## config.mk

```make
export PLATFORM = sky130hd
export DESIGN_NAME = edge_irq_detect_flat
export DESIGN_NICKNAME = d
export VERILOG_FILES = /design/src/rtl/edge_irq_detect_pkg.sv /design/src/rtl/edge_irq_detect_if.sv /design/src/rtl/edge_irq_detect_filter_ch.sv /design/src/rtl/edge_irq_detect.sv /design/src/flat_wrapper.sv
export SDC_FILE = /design/constraint.sdc
export NUM_CORES = 1
export LEC_CHECK = 0
export BUFFER_PORTS_ARGS = -buffer_cell sky130_fd_sc_hd__clkbuf_2
export CAP_MARGIN = 10
export CORE_ASPECT_RATIO = 1.5
export CORE_UTILIZATION = 55
export CTS_CLUSTER_SIZE = 40
export DETAILED_ROUTE_END_ITERATION = 12
export GPL_TIMING_DRIVEN = 0
export HOLD_SLACK_MARGIN = 0.08
export PLACE_DENSITY = 0.84
export SYNTH_ARGS = -nofsm -noshare
export SYNTH_HDL_FRONTEND = slang
export SYNTH_SLANG_ARGS = --single-unit
```

## constraint.sdc

```tcl
create_clock -name clk -period 6.6 [get_ports clk]
set_clock_uncertainty 0.05 [all_clocks]
set_input_delay 0.66 -clock clk [delete_from_list [all_inputs] [get_ports clk]]
set_output_delay 0.66 -clock clk [all_outputs]
set_load 0.1 [all_outputs]
```

## src/rtl/edge_irq_detect_pkg.sv

```systemverilog
// Shared definitions for the multi-channel edge interrupt detector:
// per-channel edge-mode encoding and the mode qualification helper.
package edge_pkg;

    localparam int MODE_W = 2;

    typedef enum logic [MODE_W-1:0] {
        EDGE_OFF  = 2'b00,
        EDGE_POS  = 2'b01,
        EDGE_NEG  = 2'b10,
        EDGE_BOTH = 2'b11
    } edge_mode_e;

    // Decide whether a level transition counts as an event under the given mode.
    function automatic logic edge_qualify(edge_mode_e mode, logic rise, logic fall);
        logic hit;
        case (mode)
            EDGE_POS:  hit = rise;
            EDGE_NEG:  hit = fall;
            EDGE_BOTH: hit = rise | fall;
            default:   hit = 1'b0;
        endcase
        return hit;
    endfunction

endpackage

```

## src/rtl/edge_irq_detect_if.sv

```systemverilog
// Bundle of the detector's control inputs and status outputs. The master side
// (register block / testbench) drives pins, modes, filter length and clears;
// the slave side (the detector) returns level, pulses, sticky flags and irq.
interface edge_irq_detect_if #(
    parameter int N  = 4,
    parameter int FW = 4
);
    import edge_pkg::*;

    logic [N-1:0]        din;
    logic [MODE_W*N-1:0] mode;
    logic [FW-1:0]       filt_len;
    logic [N-1:0]        clr;
    logic [N-1:0]        level;
    logic [N-1:0]        edge_pulse;
    logic [N-1:0]        pending;
    logic [N-1:0]        overrun;
    logic                irq;

    modport master (
        output din, mode, filt_len, clr,
        input  level, edge_pulse, pending, overrun, irq
    );

    modport slave (
        input  din, mode, filt_len, clr,
        output level, edge_pulse, pending, overrun, irq
    );

endinterface

```

## src/rtl/edge_irq_detect_filter_ch.sv

```systemverilog
// One channel: synchroniser, debounce counter, filtered level register and
// mode-qualified edge event. evt_o is the combinational event that the top
// level uses to set the sticky flags on the same clock edge that pulse_o rises.
module edge_filter_ch
    import edge_pkg::*;
#(
    parameter int SYNC_STAGES = 2,
    parameter int FW          = 4
) (
    input  logic          clk,
    input  logic          rst,
    input  logic          din_i,
    input  edge_mode_e    mode_i,
    input  logic [FW-1:0] filt_len_i,
    output logic          level_o,
    output logic          evt_o,
    output logic          pulse_o
);

    logic [SYNC_STAGES-1:0] sync_q;
    logic [FW-1:0]          cnt_q, cnt_d;
    logic                   level_q, level_d;
    logic                   pulse_q;
    logic                   s;
    logic                   rise, fall;

    assign s = sync_q[SYNC_STAGES-1];

    // Synchroniser shift chain: stage 0 samples the raw pin.
    // NOTE: registers use non-blocking assignments so every flop samples pre-edge values.
    always_ff @(posedge clk) begin
        if (rst) begin
            sync_q <= '0;
        end else begin
            sync_q <= {sync_q[SYNC_STAGES-2:0], din_i};
        end
    end

    // Debounce: level follows s only after s has disagreed for filt_len+1 edges.
    // NOTE: next-state defaults come first so no path leaves cnt_d/level_d unassigned (no latch).
    always_comb begin
        cnt_d   = cnt_q;
        level_d = level_q;
        if (s == level_q) begin
            cnt_d = '0;
        end else if (cnt_q < filt_len_i) begin
            cnt_d = cnt_q + FW'(1);
        end else begin
            // >= rather than == so lowering filt_len mid-count still commits.
            level_d = s;
            cnt_d   = '0;
        end
    end

    assign rise  = level_d & ~level_q;
    assign fall  = ~level_d & level_q;
    assign evt_o = edge_qualify(mode_i, rise, fall);

    // Filter state and registered one-cycle pulse aligned with the new level.
    // NOTE: reset is synchronous, so it only acts on a clock edge while rst is high.
    always_ff @(posedge clk) begin
        if (rst) begin
            cnt_q   <= '0;
            level_q <= 1'b0;
            pulse_q <= 1'b0;
        end else begin
            cnt_q   <= cnt_d;
            level_q <= level_d;
            pulse_q <= evt_o;
        end
    end

    assign level_o = level_q;
    assign pulse_o = pulse_q;

endmodule

```

## src/rtl/edge_irq_detect.sv

```systemverilog
// Multi-channel edge interrupt detector. Each channel is filtered and
// qualified independently; this level keeps the sticky pending/overrun flags
// and ORs pending into a single interrupt.
module edge_irq_detect
    import edge_pkg::*;
#(
    parameter int N           = 4,
    parameter int SYNC_STAGES = 2,
    parameter int FW          = 4
) (
    input  logic              clk,
    input  logic              rst,
    edge_irq_detect_if.slave  bus
);

    logic [N-1:0] level_w;
    logic [N-1:0] evt_w;
    logic [N-1:0] pulse_w;
    logic [N-1:0] pending_q, pending_d;
    logic [N-1:0] overrun_q, overrun_d;

    for (genvar gi = 0; gi < N; gi++) begin : gen_ch
        edge_filter_ch #(
            .SYNC_STAGES (SYNC_STAGES),
            .FW          (FW)
        ) u_ch (
            .clk        (clk),
            .rst        (rst),
            .din_i      (bus.din[gi]),
            .mode_i     (edge_mode_e'(bus.mode[MODE_W*gi +: MODE_W])),
            .filt_len_i (bus.filt_len),
            .level_o    (level_w[gi]),
            .evt_o      (evt_w[gi]),
            .pulse_o    (pulse_w[gi])
        );
    end

    // Sticky flags: a new event beats a simultaneous clear so no edge is lost;
    // overrun only records events that arrive while pending is held uncleared.
    always_comb begin
        pending_d = (pending_q & ~bus.clr) | evt_w;
        overrun_d = (overrun_q & ~bus.clr) | (evt_w & pending_q & ~bus.clr);
    end

    // Flag registers.
    always_ff @(posedge clk) begin
        if (rst) begin
            pending_q <= '0;
            overrun_q <= '0;
        end else begin
            pending_q <= pending_d;
            overrun_q <= overrun_d;
        end
    end

    assign bus.level      = level_w;
    assign bus.edge_pulse = pulse_w;
    assign bus.pending    = pending_q;
    assign bus.overrun    = overrun_q;
    assign bus.irq        = |pending_q;

endmodule
```

## src/flat_wrapper.sv

```systemverilog
// flat-port wrapper written by rule: the top's interface ports become plain ports
module edge_irq_detect_flat import edge_pkg::*;
#(
    parameter int N           = 4,
    parameter int SYNC_STAGES = 2,
    parameter int FW          = 4
)
  (clk, rst, bus_din, bus_mode, bus_filt_len, bus_clr, bus_level, bus_edge_pulse, bus_pending, bus_overrun, bus_irq);
  edge_irq_detect_if #(.N(N), .FW(FW)) bus_i ();
  input  logic clk;
  input  logic rst;
  input wire logic [$bits(bus_i.din)-1:0] bus_din;
  input wire logic [$bits(bus_i.mode)-1:0] bus_mode;
  input wire logic [$bits(bus_i.filt_len)-1:0] bus_filt_len;
  input wire logic [$bits(bus_i.clr)-1:0] bus_clr;
  output wire logic [$bits(bus_i.level)-1:0] bus_level;
  output wire logic [$bits(bus_i.edge_pulse)-1:0] bus_edge_pulse;
  output wire logic [$bits(bus_i.pending)-1:0] bus_pending;
  output wire logic [$bits(bus_i.overrun)-1:0] bus_overrun;
  output wire logic [$bits(bus_i.irq)-1:0] bus_irq;
  assign bus_i.din = bus_din;
  assign bus_i.mode = bus_mode;
  assign bus_i.filt_len = bus_filt_len;
  assign bus_i.clr = bus_clr;
  assign bus_level = bus_i.level;
  assign bus_edge_pulse = bus_i.edge_pulse;
  assign bus_pending = bus_i.pending;
  assign bus_overrun = bus_i.overrun;
  assign bus_irq = bus_i.irq;
  edge_irq_detect #(.N(N), .SYNC_STAGES(SYNC_STAGES), .FW(FW)) u_core (.clk(clk), .rst(rst), .bus(bus_i));
endmodule
```

=== Word level (Yosys, flattened, before mapping) ===
Index checks and enable logic that the tools add are counted.

* Reductions and logical operators: 5
* Add/subtract/negate cells: 4
* Magnitude comparators: 4
* Equality and inequality tests: 16
* Multiplexer cells: 12
* Bitwise operators: 31

{| class="wikitable"
|+ Operators by type and width
! kind !! number
|-
| adder 4 x 1 -> 4 bit (second input constant) || 4
|-
| AND 4 bit || 4
|-
| == test 2 bit (second input constant) || 8
|-
| less-than comparator 4 bit || 4
|-
| NOT 1 bit || 12
|-
| case mux 1 bit (3 select lines) || 4
|-
| OR reduction 3 bit || 4
|-
| AND 1 bit || 8
|-
| == test 2 x 1 -> 1 bit (second input constant) || 4
|-
| 2-to-1 mux 1 bit || 8
|-
| bitwise OR 4 bit || 2
|-
| == test 1 bit || 4
|-
| NOT 4 bit || 1
|-
| bitwise OR 1 bit || 4
|-
| OR reduction 4 bit || 1
|}

* Bits in registers: 40
* Output and inout port bits: 17
* Bits of input ports: 22
* Logic and storage cells: 90

=== Longest topological paths before layout ===
* Depth after elaboration: 10
* Depth in mapped cells: 11
* Depth with buffers taken out: 11

=== Cells and area by module ===
From an unflattened synthesis, not the netlist that was laid out.

* Cell total of the unflattened synthesis: 214
* Area, all modules: 2009.4 um^2

{| class="wikitable"
|+ Modules (own cells, without submodules)
! module !! area each (um^2) !! cells each !! instances
|-
| edge_filter_ch || 434.2 || 46 || 4
|-
| edge_irq_detect || 272.8 || 30 || 1
|}

=== Worst setup path before layout ===
Ideal clock, no wire load.

* Path kind: input-to-reg
* Start: input bus_filt_len[2]
* End: register u_core.overrun_q[2], in the netlist u_core.bus.overrun[2]
* Data required time: 6434 ps
* Data arrival time: 2507 ps
* Stages on the path: 11
* Library setup time: 116 ps
* Slack: 3927 ps
* Cells stage by stage: inv_1 -> ha_1 -> o21a_1 -> nor2_1 -> or3b_2 -> and2_1 -> ha_1 -> and3b_1 -> a31oi_1 -> nor2b_1 -> o21a_1

* Cells in the longest elaborated chain, start to end: 10
* Elaborated cells on any way between the ends: 11
* Classes of those cells: order compare: 1; mux: 3; bitwise: 7

{| class="wikitable"
|+ Ends and longest elaborated chain
! element !! line !! source
|-
| from (decl) || flat_wrapper.sv:14 || <nowiki>input wire logic [$bits(bus_i.filt_len)-1:0] bus_filt_len;</nowiki>
|-
| less-than comparator 4 bit (*) || edge_irq_detect_filter_ch.sv:46 || <nowiki>end else if (cnt_q < filt_len_i) begin</nowiki>
|-
| 2-to-1 mux 1 bit (*) || edge_irq_detect_filter_ch.sv:46 ||
|-
| 2-to-1 mux 1 bit (*) || edge_irq_detect_filter_ch.sv:44 || <nowiki>if (s == level_q) begin</nowiki>
|-
| NOT 1 bit || edge_irq_detect_filter_ch.sv:56 || <nowiki>assign fall = ~level_d & level_q;</nowiki>
|-
| AND 1 bit || edge_irq_detect_filter_ch.sv:56 ||
|-
| bitwise OR 1 bit || edge_irq_detect_pkg.sv:20 || <nowiki>EDGE_BOTH: hit = rise | fall;</nowiki>
|-
| case mux 1 bit (3 select lines) (*) || edge_irq_detect_pkg.sv:17 || <nowiki>case (mode)</nowiki>
|-
| AND 4 bit (*) (2 in a row) || edge_irq_detect.sv:42 || <nowiki>overrun_d = (overrun_q & ~bus.clr) | (evt_w & pending_q & ~bus.clr);</nowiki>
|-
| bitwise OR 4 bit (*) || edge_irq_detect.sv:42 ||
|-
| to (signal assigned) || edge_irq_detect.sv:52 || <nowiki>overrun_q <= overrun_d;</nowiki>
|-
| to (decl) || edge_irq_detect.sv:20 || <nowiki>logic [N-1:0] overrun_q, overrun_d;</nowiki>
|}

Mark *: on every way between the ends. The rest lies on a longest branch, timed or not.
A chain may end at the register's enable or synchronous reset.

=== Final worst setup path ===
* Start: input bus_filt_len[1]
* End: register u_core.overrun_q[2], in the netlist u_core.bus.overrun[2]

* Cells in the longest elaborated chain, start to end: 10
* Elaborated cells on any way between the ends: 11
* Classes of those cells: order compare: 1; mux: 3; bitwise: 7

{| class="wikitable"
|+ Ends and longest elaborated chain
! element !! line !! source
|-
| less-than comparator 4 bit (*) || edge_irq_detect_filter_ch.sv:46 ||
|-
| 2-to-1 mux 1 bit (*) || edge_irq_detect_filter_ch.sv:46 ||
|-
| 2-to-1 mux 1 bit (*) || edge_irq_detect_filter_ch.sv:44 ||
|-
| net u_core.gen_ch[2].u_ch.level_d || edge_irq_detect_filter_ch.sv:22 || <nowiki>logic level_q, level_d;</nowiki>
|-
| NOT 1 bit || edge_irq_detect_filter_ch.sv:56 ||
|-
| AND 1 bit || edge_irq_detect_filter_ch.sv:56 ||
|-
| bitwise OR 1 bit || edge_irq_detect_pkg.sv:20 ||
|-
| case mux 1 bit (3 select lines) (*) || edge_irq_detect_pkg.sv:17 ||
|-
| AND 4 bit (*) (2 in a row) || edge_irq_detect.sv:42 ||
|-
| bitwise OR 4 bit (*) || edge_irq_detect.sv:42 ||
|}

Mark *: on every way through the listed nets, which the timed path passes. The rest lies on a longest branch.

==> metrics.csv <==
metric,value,unit
CP max FO,4,
Cells after DPL,290,
vias,1561,
post-CTS setup buffers,0,
critical path endpoint category,flop,
Root Driver,clkbuf_8,
cts hold-fix bufs,0,
R2R depth,10,
GR Overflow Total,0,
Final Hold Vio Count,0,
status,finished clean,
Post-route DRC,0,
critical path's most frequent cell,ha_1,
Overall Power,0.000452,W
Post-Synthesis Cell Area,0.00198,mm^2
largest net degree at the start of global routing,14,
Routed WL per cell,12.0,um
clk_lat worst skew,0.30,ns
# clock sinks,40,
Max Used Layer,met4,
synth cell count leaders,"40 x dfxtp_1, 29 x nor2_1, 24 x ha_1, 14 x inv_1, 12 x nor2b_1",
I/O Buffers,37,
register-to-register setup slack,4.16,ns
Area Overhead vs Synth,16.4,%
post-synthesis sequential area ratio,40.5,%
peak supply drop,0.157,mV
row count,26,
Hold EP,u_core.gen_ch[2].u_ch.sync_q[1],
Main synth FF type,dfxtp_1,
DP HPWL,2830,um
Critical-path top delay cell,a2111oi_2,
Post-synth EDFFs,0,
CP top delay family,compound AO/OA/AOI/OAI gates,
Final Cycle Share,40.5,%
Yosys Warn Count,0,
crit-path cells,clkbuf_2 > inv_1 > ha_1 > a2111oi_2 > or3b_2 > nand2_1 > ha_1 > or2_2 > a31oi_1 > nor2b_1 > o21a_1,
Critical Path Start Type,primary input,
Num CTS Buffers,5,
Die Ht,75.5,um
worst path bufs/invs,2,
"CTS clk-pin slew, worst paths",0.08,ns
# H-tree levels,2,
Ports,39,
most frequent cell after synthesis,dfxtp_1,
Met3 Wirelength,142,um
final-report max-slew violation count,0,
met2 routed WL,2000,um
FMAX,374,MHz
synth top area cells,"dfxtp_1 40%, ha_1 15%, nor2_1 5.5%",
setup tns final,0,ns
DRT Pass-1 Iters,4,
worst-case clock buffer depth,2,
M1 wire length,1340,um
type of the worst setup path,in -> reg,
Register Area,801,um^2
initial antenna violation count,0,
GRT Resource Usage Total,21.2,%
Worst Hold Class,reg -> reg,
"Min Clock Period, post-route",2.68,ns
MaxCap Viol Count,0,
RSZ-0062 raised after global routing,no,
fillers,293,
post-CTS resize count,0,
area of the multi-input gates,0.00105,mm^2
number of global-route vias before repair,1516,
overall routed net length,3560,um
Pwr Density,196,mW/mm^2
ANT nets after route,0,
RR Endpoint,u_core.bus.overrun[2],
crit path DAT,2.83,ns
initial DRC count,20,
first-pass GRT wire length,6020,um
Final GP Congestion,0.723,
Initial Util,57.9,%
Worst-Margin Slew,0.548,ns
die footprint,0.00385,mm^2
vias per cell,5.24,
Chip Width,51.0,um
"Avg Cell Area, Syn",9.38,um^2
Syn Nets,257,
final hold slack,0.392,ns
asr flop ratio synth,0,%
Yosys reg bits,40,
CTS tree,built,
Max stage delay on crit path,0.40,ns
post-synth cell types,25,
Worst R2R Start,u_core.gen_ch[2].u_ch.cnt_q[2],
Non-Filler Instances,298,
share of the synthesized area in the top cell type,40.5,%
antenna cells,0,
hold path startpoint,u_core.gen_ch[2].u_ch.sync_q[0],
worst path required time,6.75,ns
layout cell share with drive strength beyond 1,24.2,%
Mapped Cells,211,
fin nets,301,
Synth area leader,dfxtp_1,
Pleak,1.05,nW
CORE AREA,0.00342,mm^2
Final Setup Violations,0,
hold depth,1,
Max-Slew Margin vs Limit,63.6,%
[state kept, by name (all words and copies together), names as in the netlist]
register,count
u_core.bus.overrun,4
u_core.bus.pending,4
u_core.gen_ch.u_ch.sync_q,8
u_core.gen_ch.u_ch.level_o,4
u_core.gen_ch.u_ch.pulse_o,4
u_core.gen_ch.u_ch.cnt_q,16
[metrics by stage]
step	worst slack [ns]	utilization, %	cell area (um^2)
final	3.92	67.4	2300
after detailed placement	3.59	64.9	2220
after global placement	3.61	64.9	2220
after global routing	3.74	67.4	2300
after floorplan	3.93	-	1980
after CTS	3.90	67.4	2300
[worst max path at each step]
stage | startpoint | endpoint | slack (ns) | cells past startpoint
2_1_floorplan | bus_filt_len[2] | u_core.bus.overrun[2] | 3.93 | 11
6_report | bus_filt_len[1] | u_core.bus.overrun[2] | 3.92 | 11
3_5_place_dp | bus_filt_len[1] | u_core.bus.overrun[2] | 3.59 | 11
3_3_place_gp | bus_filt_len[1] | u_core.bus.overrun[2] | 3.61 | 11
4_1_cts | bus_filt_len[1] | u_core.bus.overrun[2] | 3.90 | 11
5_1_grt | bus_filt_len[1] | u_core.bus.overrun[2] | 3.74 | 11
[cell families (layout without fill, tap and decap cells)]
| group | after synthesis | in the layout | synth area share (%) |
|---|---|---|---|
| mux | 3 | 3 | 1.52 |
| xor+xnor | 12 | 12 | 5.31 |
| fa+ha+maj | 24 | 24 | 15.2 |
| buf+inv | 25 | 70 | 6.26 |
| simple gates | 72 | 72 | 18.7 |
| compound gates | 35 | 35 | 12.5 |
| flops | 40 | 40 | 40.5 |
[area by class of cell]
cell class                      count  share of cell area (%)
Multi-Input combinational cell    146                    45.7
Sequential cell                    40                    34.8
Timing Repair Buffer               37                    8.04
Buffer                             11                    3.10
Clock buffer                        5                    2.99
Inverter                           14                    2.28
Tap cell                           42                    2.28
Clock inverter                      3                   0.815
[routing by layer]
layer  vias to the layer above  GRT usage (%)
li1                        790              -
met1                       737           18.9
met2                        28           41.8
met3                         6           6.39
met4                         0           10.8
met5                         -              0
[cells in the final DEF (no fill, tap or decap)]
cell type / Yosys / final
nand2_1: 5 / 5
clkbuf_8: 0 / 5
a21oi_1: 8 / 8
clkbuf_2: 0 / 37
and2_1: 4 / 4
a22oi_1: 3 / 3
mux2i_1: 3 / 3
dfxtp_1: 40 / 40
inv_1: 14 / 14
xor2_1: 4 / 4
nand2b_1: 8 / 8
o21a_1: 5 / 5
nand3_1: 7 / 7
or2_2: 1 / 1
a2111oi_2: 4 / 4
a211oi_1: 3 / 3
nor2b_1: 12 / 12
buf_4: 8 / 8
o21ai_1: 8 / 8
nor2_1: 29 / 29
ha_1: 24 / 24
clkinv_2: 0 / 2
and3b_1: 1 / 1
a31oi_1: 4 / 4
or3b_2: 4 / 4
clkinv_4: 0 / 1
xnor2_1: 8 / 8
clkbuf_1: 3 / 3
or4_1: 1 / 1
[report_power, final]
part           internal [W]  total (W)  switching [W]
Combinational     0.0000168  0.0000439      0.0000272
Sequential         0.000245   0.000248     0.00000246
Clock             0.0000736   0.000161      0.0000870
Power figures use the tool's default switching activity.
